<file path="config.mk">
export PLATFORM = sky130hd
export DESIGN_NAME = sys_mem_responder
export DESIGN_NICKNAME = d
export VERILOG_FILES = /design/src/rtl/sys_bus_pkg.sv /design/src/rtl/mmio_regfile.sv /design/src/rtl/sys_mem_responder.sv
export SDC_FILE = /design/constraint.sdc
export NUM_CORES = 1
export LEC_CHECK = 0
export CAP_MARGIN = 20
export CORE_MARGIN = 3
export CORE_UTILIZATION = 45
export DETAILED_ROUTE_END_ITERATION = 16
export GPL_TIMING_DRIVEN = 0
export HOLD_SLACK_MARGIN = 0.12
export PLACE_DENSITY = 0.8
export SETUP_SLACK_MARGIN = 0.5
export SLEW_MARGIN = 20
export SYNTH_ARGS = -nofsm -noshare
export SYNTH_HDL_FRONTEND = slang
export SYNTH_SLANG_ARGS = --single-unit
</file>
<file path="constraint.sdc">
create_clock -name clk -period 3.3 [get_ports clk]
set_input_delay 0.66 -clock clk [delete_from_list [all_inputs] [get_ports clk]]
set_output_delay 0.66 -clock clk [all_outputs]
set_load 0.02 [all_outputs]
</file>
<file path="src/rtl/sys_bus_pkg.sv">
// Shared bus definitions: responder state encoding, MMIO register map and
// the byte-enable legality check used by every bus master and target.
package sys_bus_pkg;

  typedef enum logic [1:0] {
    ST_IDLE   = 2'd0,
    ST_RAM_RD = 2'd1,
    ST_RESP   = 2'd2
  } bus_state_e;

  localparam int unsigned LEDR_OFF = 'h00;
  localparam int unsigned HEX_OFF  = 'h04;
  localparam int unsigned SW_OFF   = 'h08;
  localparam int unsigned KEY_OFF  = 'h0C;

  // Byte, aligned halfword and full word lane patterns only.
  function automatic logic be_legal(input logic [3:0] be);
    case (be)
      4'b0001, 4'b0010, 4'b0100, 4'b1000,
      4'b0011, 4'b1100, 4'b1111: be_legal = 1'b1;
      default:                   be_legal = 1'b0;
    endcase
  endfunction

endpackage

</file>
<file path="src/rtl/mmio_regfile.sv">
// Board I/O registers behind the MMIO window: LEDR/HEX storage, SW/KEY
// synchronisers, offset decode and the access-error flag.
module mmio_regfile
  import sys_bus_pkg::*;
#(
  parameter int ADDR_W = 16
) (
  input  logic              clk,
  input  logic              rst,
  input  logic              acc_i,
  input  logic              we_i,
  input  logic [ADDR_W-1:0] offset_i,
  input  logic [2:0]        be_i,
  input  logic [23:0]       wdata_i,
  input  logic [9:0]        sw_i,
  input  logic [3:0]        key_i,
  output logic [31:0]       rdata_o,
  output logic              err_o,
  output logic [9:0]        ledr_o,
  output logic [23:0]       hex_o
);

  logic [9:0]  ledr_q, ledr_d;
  logic [23:0] hex_q, hex_d;
  logic [9:0]  sw_meta_q, sw_sync_q;
  logic [3:0]  key_meta_q, key_sync_q;
  logic        hit_ledr, hit_hex, hit_sw, hit_key;

  always_comb begin
    hit_ledr = (offset_i == ADDR_W'(LEDR_OFF));
    hit_hex  = (offset_i == ADDR_W'(HEX_OFF));
    hit_sw   = (offset_i == ADDR_W'(SW_OFF));
    hit_key  = (offset_i == ADDR_W'(KEY_OFF));
    // SW and KEY are read-only; writing them is an error, not a silent drop.
    err_o    = !(hit_ledr || hit_hex || hit_sw || hit_key) ||
               (we_i && (hit_sw || hit_key));
    rdata_o  = ({32{hit_ledr}} & {22'd0, ledr_q})
             | ({32{hit_hex}}  & {8'd0,  hex_q})
             | ({32{hit_sw}}   & {22'd0, sw_sync_q})
             | ({32{hit_key}}  & {28'd0, key_sync_q});
    ledr_d = ledr_q;
    hex_d  = hex_q;
    if (acc_i && we_i && hit_ledr) begin
      if (be_i[0]) ledr_d[7:0] = wdata_i[7:0];
      if (be_i[1]) ledr_d[9:8] = wdata_i[9:8];
    end
    if (acc_i && we_i && hit_hex) begin
      if (be_i[0]) hex_d[7:0]   = wdata_i[7:0];
      if (be_i[1]) hex_d[15:8]  = wdata_i[15:8];
      if (be_i[2]) hex_d[23:16] = wdata_i[23:16];
    end
  end

  always_ff @(posedge clk or negedge rst) begin
    if (!rst) begin
      ledr_q     <= '0;
      hex_q      <= '0;
      sw_meta_q  <= '0;
      sw_sync_q  <= '0;
      key_meta_q <= '0;
      key_sync_q <= '0;
    end else begin
      ledr_q     <= ledr_d;
      hex_q      <= hex_d;
      sw_meta_q  <= sw_i;
      sw_sync_q  <= sw_meta_q;
      key_meta_q <= key_i;
      key_sync_q <= key_meta_q;
    end
  end

  assign ledr_o = ledr_q;
  assign hex_o  = hex_q;

endmodule

</file>
<file path="src/rtl/sys_mem_responder.sv">
// Single-outstanding bus target: routes core requests to the synchronous
// system RAM or the MMIO registers and returns one registered response.
module sys_mem_responder
  import sys_bus_pkg::*;
#(
  parameter int              ADDR_W      = 16,
  parameter int              RAM_LATENCY = 2,
  parameter logic [ADDR_W-1:0] MMIO_BASE = 16'hFF00
) (
  input  logic              clk,
  input  logic              rst,
  input  logic              req_valid,
  output logic              req_ready,
  input  logic              req_we,
  input  logic [ADDR_W-1:0] req_addr,
  input  logic [3:0]        req_be,
  input  logic [31:0]       req_wdata,
  output logic              rsp_valid,
  input  logic              rsp_ready,
  output logic [31:0]       rsp_rdata,
  output logic              rsp_err,
  output logic [ADDR_W-3:0] ram_addr,
  output logic [3:0]        ram_be,
  output logic              ram_wren,
  output logic              ram_rden,
  output logic [31:0]       ram_wdata,
  input  logic [31:0]       ram_q,
  input  logic [9:0]        sw,
  input  logic [3:0]        key,
  output logic [9:0]        ledr,
  output logic [23:0]       hex_data
);

  // Both channels are valid/ready: a transfer happens on a clock edge where
  // valid and ready are both high; a source holds its payload until then.
  localparam int CNT_W = (RAM_LATENCY > 1) ? $clog2(RAM_LATENCY) : 1;

  bus_state_e        state_q, state_d;
  logic [CNT_W-1:0]  cnt_q, cnt_d;
  logic              rsp_valid_q, rsp_valid_d;
  logic [31:0]       rsp_rdata_q, rsp_rdata_d;
  logic              rsp_err_q, rsp_err_d;
  logic [ADDR_W-3:0] ram_addr_q, ram_addr_d;
  logic [3:0]        ram_be_q, ram_be_d;
  logic              ram_wren_q, ram_wren_d;
  logic              ram_rden_q, ram_rden_d;
  logic [31:0]       ram_wdata_q, ram_wdata_d;

  logic              accept, fmt_err, is_mmio, mmio_acc, mmio_err;
  logic [ADDR_W-1:0] mmio_off;
  logic [31:0]       mmio_rdata;

  assign req_ready = (state_q == ST_IDLE);
  assign accept    = req_valid && req_ready;
  assign fmt_err   = (req_addr[1:0] != 2'b00) || !be_legal(req_be);
  assign is_mmio   = (req_addr >= MMIO_BASE);
  assign mmio_off  = req_addr - MMIO_BASE;
  assign mmio_acc  = accept && is_mmio && !fmt_err;

  mmio_regfile #(.ADDR_W(ADDR_W)) u_mmio (
    .clk      (clk),
    .rst      (rst),
    .acc_i    (mmio_acc),
    .we_i     (req_we),
    .offset_i (mmio_off),
    .be_i     (req_be[2:0]),
    .wdata_i  (req_wdata[23:0]),
    .sw_i     (sw),
    .key_i    (key),
    .rdata_o  (mmio_rdata),
    .err_o    (mmio_err),
    .ledr_o   (ledr),
    .hex_o    (hex_data)
  );

  always_comb begin
    state_d     = state_q;
    cnt_d       = cnt_q;
    rsp_valid_d = rsp_valid_q;
    rsp_rdata_d = rsp_rdata_q;
    rsp_err_d   = rsp_err_q;
    ram_addr_d  = '0;
    ram_be_d    = '0;
    ram_wren_d  = 1'b0;
    ram_rden_d  = 1'b0;
    ram_wdata_d = '0;
    case (state_q)
      ST_IDLE: begin
        if (accept) begin
          rsp_rdata_d = '0;
          rsp_err_d   = 1'b0;
          state_d     = ST_RESP;
          if (fmt_err) begin
            rsp_err_d = 1'b1;
          end else if (is_mmio) begin
            rsp_err_d   = mmio_err;
            rsp_rdata_d = (mmio_err || req_we) ? 32'd0 : mmio_rdata;
          end else begin
            ram_addr_d = req_addr[ADDR_W-1:2];
            ram_be_d   = req_be;
            if (req_we) begin
              ram_wren_d  = 1'b1;
              ram_wdata_d = req_wdata;
            end else begin
              ram_rden_d = 1'b1;
              cnt_d      = '0;
              state_d    = ST_RAM_RD;
            end
          end
        end
      end
      ST_RAM_RD: begin
        // The counter starts once the read strobe cycle is over, so it
        // tracks the RAM's own address/output register stages.
        if (!ram_rden_q) begin
          if (cnt_q == CNT_W'(RAM_LATENCY - 1)) begin
            rsp_rdata_d = ram_q;
            rsp_err_d   = 1'b0;
            rsp_valid_d = 1'b1;
            state_d     = ST_RESP;
          end else begin
            cnt_d = cnt_q + 1'b1;
          end
        end
      end
      ST_RESP: begin
        if (!rsp_valid_q) begin
          rsp_valid_d = 1'b1;
        end else if (rsp_ready) begin
          rsp_valid_d = 1'b0;
          state_d     = ST_IDLE;
        end
      end
      default: state_d = ST_IDLE;
    endcase
  end

  always_ff @(posedge clk or negedge rst) begin
    if (!rst) begin
      state_q     <= ST_IDLE;
      cnt_q       <= '0;
      rsp_valid_q <= 1'b0;
      rsp_rdata_q <= '0;
      rsp_err_q   <= 1'b0;
      ram_addr_q  <= '0;
      ram_be_q    <= '0;
      ram_wren_q  <= 1'b0;
      ram_rden_q  <= 1'b0;
      ram_wdata_q <= '0;
    end else begin
      state_q     <= state_d;
      cnt_q       <= cnt_d;
      rsp_valid_q <= rsp_valid_d;
      rsp_rdata_q <= rsp_rdata_d;
      rsp_err_q   <= rsp_err_d;
      ram_addr_q  <= ram_addr_d;
      ram_be_q    <= ram_be_d;
      ram_wren_q  <= ram_wren_d;
      ram_rden_q  <= ram_rden_d;
      ram_wdata_q <= ram_wdata_d;
    end
  end

  assign rsp_valid = rsp_valid_q;
  assign rsp_rdata = rsp_rdata_q;
  assign rsp_err   = rsp_err_q;
  assign ram_addr  = ram_addr_q;
  assign ram_be    = ram_be_q;
  assign ram_wren  = ram_wren_q;
  assign ram_rden  = ram_rden_q;
  assign ram_wdata = ram_wdata_q;

endmodule

</file>
# Yosys cells after proc, flatten, opt, wreduce, memory -nomap -nowiden
# Cells that the tools add are included.
# op_classes
addsub,2
n_lt_le_gt_ge,1
n_eq_ne,20
mux,58
bitwise,7
n_reduce_logical,32
# op_table
op,n
$mux 32,11
$or 32x32->32,3
$and 32x10->32,2
$pmux 32 s2,1
$mux 14,4
$and 32x24->32,1
$and 32x4->32,1
$eq 16x4->1 const B,2
$mux 1,26
$eq 16x3->1 const B,1
$ge 16x16->1 const B,1
$logic_not 16->1,1
$mux 2,8
$mux 4,4
$sub 16x16->16 const B,1
$ne 2x2->1 const B,7
$eq 4x4->1 const B,3
$reduce_and 2->1,5
$eq 4x2->1 const B,2
$logic_and 1x1->1,7
$logic_or 1x1->1,7
$reduce_or 7->1,1
$pmux 1 s2,3
$pmux 2 s3,1
other kinds (13),17
# word_totals
ff_bits,151
in_bits,103
out_inout_bits,121
wordCells,139

# Longest topological paths before layout
# Gate-level depths: netlist (run 1).
# logic_depth
word_depth,13
depth_mapped,8
depth_no_buf,5

# Cells and area by module
# A second synthesis (run 1) with hierarchy kept.
# hier_totals
cells_unflattened,515
area_unflattened_um2,6271.0
# modules_own_cells
module,n_inst,cells_per_inst,area_each_um2,seq_area_each_um2
sys_mem_responder,1,339,3693.5,2227.1
mmio_regfile,1,176,2577.5,1551.5

# Worst setup path after synthesis (run 1)
# OpenSTA, ideal clock, no wires.
# synth_timing
path_type,input to register
from,input port req_addr[4]
to,register u_mmio.ledr_q[0] (netlist: u_mmio.ledr_o[0])
t_arrival_ps,2308
slack_ps,867
cell_stages,5
path_buffers,1
path_cell_list,or4_1 > nor3_2 > and4b_1 > buf_4 > mux2_2
# synth_between
elab_chain_len,6
word_cells_on_any_way,8
classes_between,add/sub (1); order compare (1); reduce/logical (6)
# synth_lines
item,line_no,text
"start, declared",sys_mem_responder.sv:15,"input logic [ADDR_W-1:0] req_addr,"
branches (longest 4 deep; another with $sub 16x16->16),--,
$logic_and 1x1->1 (*),mmio_regfile.sv:43,if (acc_i && we_i && hit_ledr) begin
$reduce_and 2->1 (no line) (*),--,
"end signal, assigned",mmio_regfile.sv:63,ledr_q <= ledr_d;
"end, declared",mmio_regfile.sv:23,"logic [9:0] ledr_q, ledr_d;"
# Mark *: on every way between the ends.
# A chain may end at the register's enable or synchronous reset.

# Final worst setup path (run 1)
# layout_timing
from,input port req_addr[5]
to,register u_mmio.ledr_q[2] (netlist: u_mmio.ledr_o[2])
# The elaborated chain is that of the path after synthesis.

==> impl_metrics.yaml, run 1 <==
finish:
  nets: 815
  area_growth_pct: 53.7
  antenna_cells: 0
  seqCellArea_um2: 3780
  stdcell_count: 897
  fillers: 903
  drive_above_1_share_pct: 13.2
  multi_input_area_um2: 1970
power:
  p_int_mw: 3.85
  powerDensity_nw_per_um2: 586
  p_sw_mw: 1.42
  power_mw: 5.27
  p_leak_nw: 4.20
  clock_power_share_pct: 39.6
  ir_drop_v: 0.000461
  p_seq_share_pct: 40.0
  swShare_pct: 26.9
  p_comb_share_pct: 20.4
global_route:
  grt_overflow: 0
  grt_pass1_wl_mm: 26.8
  grt_pass1_vias: 4967
  grt_start_max_net_pins: 79
  grt.total_usage_pct: 24.8
  antenna_found_initial: 0
worst_setup_path:
  cp_num_buf_inv: 2
  path_delay_family: "simple AND/OR/NAND/NOR gates"
  cp_slowest_cell: "or4_1"
  critPathMaxStageDelay_ps: 650
  reg2reg_setup_slack_ps: 880
  arrival_ps: 3010
  crit_path_end_kind: "flip-flop"
  path_max_fanout: 9
  worst_ep_required_time_ps: 3590
  crit_chain: "clkdlybuf4s50_1, or4_1, nor3_4, and4b_1, buf_4, mux2_2"
  startpoint_type: "input pin"
  critPathKind: "in -> reg"
sta:
  rsz0062_at_grt: "true"
  skew_ps: 3.64
  tightest_slew_ps: 683
  final.period_utilization_pct: 82.2
  hold_violations: 0
  fin_crit_ps: 2710
  hold_slack_ps: 217
  setup_viol: 0
  drv_slew: 0
  slew_headroom_pct: 54.5
  fmax_mhz: 368
route:
  drt_first_pass_iters: 4
  vias_per_cell: 5.33
  drc: 0
  routed.top_layer: "met4"
  finalWirelength_mm: 17.5
  drtAntennaViolNets: 0
  detailroute.via_count: 4777
  wl_met1_mm: 6.68
  wl_per_cell_um: 19.6
  met2_length_mm: 8.82
  route.met3.wl_mm: 1.53
  drtIter0Drc: 335
synth:
  netlist_instances: 471
  synth_edf_count: 0
  ys_top_cells_by_area: "dfrtp_1, mux2_2, and3_1"
  yosys.area.top_type_share_pct: 64.5
  synth_cell_types: 41
  synth_area_um2: 5850
  synthFlopType: "dfrtp_1"
  ys_ff_latch: 151
  async_flop_share_pct: 100
  synth_top_area_cell: "dfrtp_1"
  syn_avg_cell_area_um2: 12.4
  yosysSeqAreaShare_pct: 64.5
  synth.net_count: 574
  yosysWarnings: 0
floorplan:
  die_area_um2: 14400
  start_util_pct: 46.2
  die_w_um: 120
  pin_count: 224
  rows: 41
  core-area_um2: 12700
  die_h_um: 120
clocking:
  cts_tree: "done"
  clockBufferDepth: 2
  clock_latency_ps: 410
  cts_made_buffers: 17
  htreeDepth: 4
  cts_hold_buf: 0
  clock-sinks: 151
  cts_root_buf: "clkbuf_16"
  clk_pin_slew_ps: 60
placement:
  place.gp.congestion: 0.823
  dpl.hpwl_mm: 13.1
  placedCellCount: 864
  io_buffers: 220
worst_hold_path:
  hp-class: "in -> async"
flow_run:
  maxCapViolCount: 0
status:
  status: "complete, no violations"
## cell usage after synthesis (all sizes together) (2+ instances only)
library cell,count
or3,2
nand2,22
nand3,25
mux2,40
and4,3
a221oi,4
o21ai,8
mux4,4
a211oi,2
nor2b,2
and2,19
nand4,4
nand3b,2
nor2,30
buf,4
a22oi,7
inv,3
a21oi,40
clkbuf,28
dfrtp,151
and3,55
nor4,2
a2111oi,2
mux2i,2
## metrics by stage
step / utilization, % / setup TNS [ps] / worst slack [ps] / area (um^2)
after global placement: 65.3 / -621800 / -4130 / 8270
after floorplan: - / 0 / 867 / 5850
after CTS: 70.8 / 0 / 556 / 8970
after detailed placement: 65.5 / -198 / -37.6 / 8300
after global routing: 71.0 / 0 / 472 / 9000
final: 71.0 / 0 / 586 / 9000
## state kept, by name, summed over array words and instances, names as in the netlist, 10 cells and up
name and count:
rsp_rdata 32, u_mmio.ledr_o 10, u_mmio.hex_o 24, ram_wdata 32, ram_addr 14, u_mmio.sw_sync_q 10
u_mmio.sw_meta_q 10
## power groups by stage
| stage | Combinational, mW | Clock (mW) | Sequential [mW] |
|---|---|---|---|
| CTS | 1.08 | 2.11 | 2.11 |
| global route | 1.16 | 2.19 | 2.13 |
| detailed placement | 1.07 | 0 | 2.14 |
| floorplan | 0.315 | 0 | 2.30 |
| finish | 1.08 | 2.09 | 2.11 |
| global placement | 1.04 | 0 | 2.13 |
## per-layer routing
metal,up-vias,global-route usage (%)
met3,35,9.28
li1,2150,-
met4,0,11.4
met1,2369,28.7
met2,223,41.2
met5,-,0
## cells by family (layout without fill, tap and decap cells)
family	Yosys count	in the layout	synth area share (%)
simple gates	172	172	16.3
flops	151	151	64.5
compound gates	67	67	7.22
mux	46	46	9.57
buf+inv	35	289	2.37
## cell type report
type / instances / share of cell area, %
Timing Repair Buffer: 222 / 24.9
Clock buffer: 21 / 5.34
Buffer: 32 / 1.43
Sequential cell: 151 / 42.0
Multi-Input combinational cell: 285 / 21.9
Inverter: 3 / 0.125
Clock inverter: 11 / 1.88
Tap cell: 172 / 2.39
## placed cells by master (no fill, tap or decap), types with 2 or more instances in the layout
cell and n:
a2111oi_4 2, a21oi_1 40, a221oi_1 4, a22oi_1 7, and2_1 19, and3_1 55, and4_1 3, buf_2 2
buf_4 2, bufinv_16 4, clkbuf_1 26, clkbuf_16 17, clkbuf_2 2, clkbuf_8 4, clkdlybuf4s50_1 219, clkinv_2 2
clkinvlp_4 4, dfrtp_1 151, inv_1 3, mux2_2 40, mux4_2 4, nand2_1 22, nand3_1 25, nand3b_1 2
nand4_2 3, nor2_1 30, nor2b_1 2, o21ai_0 6, or3_1 2
## path summary, 6_finish.rpt
path / start / depth (start not counted) / endpoint
max: req_addr[5] / 6 / u_mmio.ledr_o[2]$_DFFE_PN0P_
min: rst / 1 / u_mmio.sw_sync_q[0]$_DFF_PN0_
max reg2reg: state_q[0]$_DFFE_PN0P_ / 7 / rsp_rdata[11]$_DFFE_PN0P_
min reg2reg: u_mmio.key_meta_q[0]$_DFF_PN0_ / 0 / u_mmio.key_sync_q[0]$_DFF_PN0_
max in group asynchronous: rst / 2 / ram_wdata[28]$_DFF_PN0_
min in group clk: u_mmio.key_meta_q[0]$_DFF_PN0_ / 0 / u_mmio.key_sync_q[0]$_DFF_PN0_
## repair_timing
| item | CTS | global route |
|---|---|---|
| setup endpoints to repair | 33 | 60 |
| resized for setup | 3 | 5 |
| buffers inserted | 0 | 1 |
| pin swaps | 1 | 1 |
Note: power is estimated with default switching activity, not from simulation.
==> run 2: changes to the inputs <==
Settings changed: CORE_UTILIZATION 45 to 44, PLACE_DENSITY 0.8 to 0.78.
Clock period 3.3 ns to 2.7 ns, I/O delays scaled along.
==> run 2 against run 1 <==
Cell count grew 0.89%. Critical endpoint is now u_mmio.ledr_o[3]$_DFFE_PN0P_. Sequential power grew 22%. Design area grew 1.9%. Register-to-register slack lost 280 ps.
==> impl_metrics.yaml, run 2 (synthesis results as in run 1) <==
sta:
  final.period_utilization_pct: 78.9
  rsz0062_at_grt: "false"
  setup_viol: 0
  tightest_slew_ps: 673
  hold_violations: 0
  fin_crit_ps: 2130
  drv_slew: 0
  slew_headroom_pct: 55.1
  fmax_mhz: 469
  skew_ps: 6.37
clocking:
  cts_tree: "done"
  cts_made_buffers: 17
  clock_latency_ps: 420
  clk_pin_slew_ps: 60
  cts_root_buf: "clkbuf_16"
  clockBufferDepth: 2
  clock-sinks: 151
  htreeDepth: 4
finish:
  drive_above_1_share_pct: 17.2
  antenna_cells: 0
  final_common_cell: "clkdlybuf4s50_1"
  nets: 823
  layout_common_cells: "clkdlybuf4s50_1, dfrtp_1, and3_1"
  area_growth_pct: 56.7
  stdcell_count: 905
route:
  vias_per_cell: 5.20
  detailroute.via_count: 4703
  wl_per_cell_um: 19.5
  finalWirelength_mm: 17.6
  drtIter0Drc: 339
  drt_first_pass_iters: 4
  drtAntennaViolNets: 0
  drc: 0
global_route:
  grt_util_met3_pct: 9.42
  use_met1_pct: 29.3
  grt.total_usage_pct: 24.5
  grt_overflow: 0
  antenna_found_initial: 0
  grt_start_max_net_pins: 79
  grt_pass1_vias: 5074
  met2_usage_pct: 40.6
  grt_pass1_wl_mm: 27.0
  grt.busiest_layer: "met2"
power:
  p_comb_share_pct: 20.9
  clock_power_share_pct: 38.9
  power_mw: 6.43
  powerDensity_nw_per_um2: 700
  p_leak_nw: 4.29
  p_sw_mw: 1.76
  p_int_mw: 4.66
  swShare_pct: 27.4
  p_seq_share_pct: 40.2
  ir_drop_v: 0.000420
worst_setup_path:
  r2r_cells: 8
  path_delay_family: "buffers and inverters"
  cp_slowest_cell: "clkdlybuf4s50_1"
  arrival_ps: 2430
  worst_ep_required_time_ps: 3000
  reg2reg_setup_slack_ps: 600
  crit_chain: "clkdlybuf4s50_1, and4_2, nand2_1, nor3_4, buf_12, and4b_1, buf_6, mux2_2"
  path_max_fanout: 8
  cp_num_buf_inv: 3
  startpoint_type: "input pin"
  crit_path_end_kind: "flip-flop"
  critPathMaxStageDelay_ps: 480
  critPathKind: "in -> reg"
  cp.depth: 8
placement:
  io_buffers: 220
  dpl.hpwl_mm: 12.9
  placedCellCount: 864
  place.gp.congestion: 0.885
flow_run:
  maxCapViolCount: 0
worst_hold_path:
  hp-class: "reg -> reg"
  whs_path_depth: 0
floorplan:
  die_w_um: 121
  die_h_um: 121
  rows: 41
  start_util_pct: 45.6
  core-area_um2: 12800
  die_area_um2: 14700
  pin_count: 224
status:
  status: "complete, no violations"
[run 2: layout make-up]
class                      instances  area, um^2
sequential                       151        3780
fill                             863        3650
timing repair buffer             230        2300
multi-input combinational        285        2070
clock buffer                      20         457
tap                              172         215
clock inverter                    12         175
buffer                            32         169
inverter                           3        11.3
[run 2: metrics by stage]
stage               hold WS, ps  setup WS, ps  area [um^2]  setup TNS, ps  util [%]
detailed placement          336          -429         8320         -23380      64.9
global route                354           500         9180              0      71.5
global placement            332         -4590         8290        -708280      64.6
finish                      347           569         9180              0      71.5
CTS                         349           505         9150              0      71.3
floorplan                   244           507         5870              0         -
[run 2: power groups by stage]
stage          clock, mW  combinational (mW)  sequential [mW]
2_1_floorplan          0               0.387             2.81
3_3_place_gp           0                1.28             2.61
3_5_place_dp           0                1.32             2.62
4_1_cts             2.54                1.35             2.58
5_1_grt             2.65                1.45             2.60
6_report            2.50                1.34             2.58
[run 2: worst paths after layout]
check,start,end
max,req_addr[13],u_mmio.ledr_o[3]$_DFFE_PN0P_
max in group asynchronous,rst,u_mmio.sw_sync_q[1]$_DFF_PN0_
min,u_mmio.key_meta_q[2]$_DFF_PN0_,u_mmio.key_sync_q[2]$_DFF_PN0_
max reg2reg,state_q[0]$_DFFE_PN0P_,u_mmio.ledr_o[3]$_DFFE_PN0P_
min reg2reg,u_mmio.key_meta_q[2]$_DFF_PN0_,u_mmio.key_sync_q[2]$_DFF_PN0_
min in group asynchronous,rst,ram_addr[11]$_DFF_PN0_
[run 2: per-layer routing]
layer	part of all wire, %	up-vias
li1	-	2165
met1	41	2305
met2	49	208
met3	8.9	25
met4	1.6	0
met5	0	-
[run 2: timing repair]
item,4_1_cts,5_1_grt
pin swaps,7,3
resized for setup,50,19
hold buffers,1,0
endpoints found under the setup margin,113,50
cloned,0,0
hold endpoints to repair,73,0
setup buffers,7,1
==> run 3: changes to the inputs <==
Clock period 2.7 ns to 2.1 ns, I/O delays scaled along.
==> run 3 against run 2 <==
Core utilization is 8.1 points higher. Clock power is 32% higher. Via count increased by 8.1%. Highest routed layer unchanged. Flip-flop and latch count unchanged. Critical path type unchanged. Sequential share of layout area decreased by 4.2 points.
==> impl_metrics.yaml, run 3 (synthesis results as in run 1) <==
sta:
  drv_slew: 0
  skew_ps: 8.04
  final.period_utilization_pct: 98.5
  rsz0062_at_grt: "true"
  setup_viol: 0
  timing.setup.tns_ps: 0
  fin_crit_ps: 2070
  fmax_mhz: 484
  slew_headroom_pct: 57.5
  hold_violations: 0
  tightest_slew_ps: 638
power:
  powerDensity_nw_per_um2: 858
  p_int_mw: 6.23
  clock_power_share_pct: 37.5
  p_seq_share_pct: 37.9
  p_comb_share_pct: 24.6
  ir_drop_v: 0.000668
  swShare_pct: 28.9
  p_sw_mw: 2.53
  p_leak_nw: 5.03
floorplan:
  pin_count: 224
  die_h_um: 121
  rows: 41
  core-area_um2: 12800
  die_w_um: 121
  die_area_um2: 14700
  start_util_pct: 45.6
placement:
  placedCellCount: 864
  io_buffers: 220
  dpl.hpwl_mm: 12.9
  postPlaceCellArea_um2: 8490
  place.gp.congestion: 0.891
route:
  drtIter0Drc: 370
  finalWirelength_mm: 20.2
  drtAntennaViolNets: 0
  detailroute.via_count: 5082
  vias_per_cell: 5.38
  drc: 0
  drt_first_pass_iters: 4
  wl_per_cell_um: 21.4
worst_setup_path:
  worstSetupStartpoint: "req_addr[13]"
  r2r-end: "u_mmio.hex_o[2]$_DFFE_PN0P_"
  critPathKind: "in -> reg"
  crit_path_end_kind: "flip-flop"
  worst_ep_required_time_ps: 2410
  path_max_fanout: 8
  r2r_cells: 8
  r2r-start: "state_q[1]$_DFFE_PN0P_"
  startpoint_type: "input pin"
  arrival_ps: 2380
  reg2reg_setup_slack_ps: 40
global_route:
  antenna_found_initial: 0
  grt_pass1_wl_mm: 29.1
  grt_pass1_vias: 5170
  grt_overflow: 0
  grt.total_usage_pct: 26.2
  grt_start_max_net_pins: 98
finish:
  antenna_cells: 0
  stdcell_count: 945
  area_growth_pct: 74.4
  postLayoutCellArea_um2: 10200
  drive_above_1_share_pct: 37.0
  layout_common_cells: "dfrtp_1, dlygate4sd2_1, clkdlybuf4s50_1"
  final_common_cell: "dfrtp_1"
  nets: 863
clocking:
  clockBufferDepth: 2
  htreeDepth: 4
  clk_pin_slew_ps: 60
  clock_latency_ps: 420
  cts_made_buffers: 17
  cts_root_buf: "clkbuf_16"
  clock-sinks: 151
  cts_tree: "done"
worst_hold_path:
  hold_path_end: "ram_be[1]$_DFF_PN0_"
  hp-class: "in -> reg"
  whs_path_depth: 2
  min_from: "req_be[1]"
status:
  status: "complete, no violations"
flow_run:
  maxCapViolCount: 0
## run 3: timing repair
action	in CTS	in global routing
hold buffers	1	0
pin swaps	28	36
endpoints found under the setup margin	242	150
gates resized for setup	265	136
hold endpoints to repair	54	0
setup buffers	28	12
cloned	4	4
## run 3: layout make-up
type / instances / area [um^2]
Clock inverter: 12 / 186
Buffer: 32 / 350
Multi-Input combinational cell: 286 / 2680
Sequential cell: 151 / 3780
Timing Repair Buffer: 269 / 2530
Fill cell: 792 / 2620
Inverter: 3 / 11.3
Clock buffer: 20 / 457
Tap cell: 172 / 215
## run 3: worst max-delay path by stage
stage / endpoint / slack (ps) / cells after the start
2_1_floorplan: u_mmio.ledr_o[0]$_DFFE_PN0P_ / 50 / 5
3_3_place_gp: u_mmio.hex_o[6]$_DFFE_PN0P_ / -5120 / 1
3_5_place_dp: u_mmio.hex_o[1]$_DFFE_PN0P_ / -710 / 6
4_1_cts: u_mmio.ledr_o[4]$_DFFE_PN0P_ / 20 / 8
5_1_grt: rsp_rdata[3]$_DFFE_PN0P_ / -50 / 9
6_report: u_mmio.hex_o[2]$_DFFE_PN0P_ / 30 / 7
## run 3: critical path, stage by stage
cell and delay [ps]:
clkdlybuf4s50_1 500, and4_4 270, nand2_1 100, nor3_4 300
buf_6 170, nand4_4 240, mux2_4 380
## run 3: stage by stage
step	power [mW]	setup slack (ps)	util (%)	hold WS [ps]
floorplan	4.15	50.2	-	124
global placement	5.03	-5120	66.0	332
detailed placement	5.09	-711	66.2	335
CTS	8.52	15.9	75.5	245
global route	9.06	-46.0	79.6	233
finish	8.76	32.0	79.6	253
## run 3: per-layer routing
metal / share of wire, % / up-vias / GRT usage, %
met2: 53 / 203 / 45.9
met3: 7.2 / 35 / 7.27
met5: 0 / - / 0
met1: 38 / 2585 / 31.3
met4: 2.1 / 0 / 8.47
li1: - / 2259 / -
## run 3: power by group through the flow
| stage | clock (mW) | combinational, mW | sequential (mW) |
|---|---|---|---|
| 5_1_grt | 3.44 | 2.27 | 3.34 |
| 2_1_floorplan | 0 | 0.531 | 3.62 |
| 3_5_place_dp | 0 | 1.73 | 3.36 |
| 4_1_cts | 3.33 | 1.89 | 3.31 |
| 6_report | 3.29 | 2.16 | 3.32 |
| 3_3_place_gp | 0 | 1.68 | 3.35 |
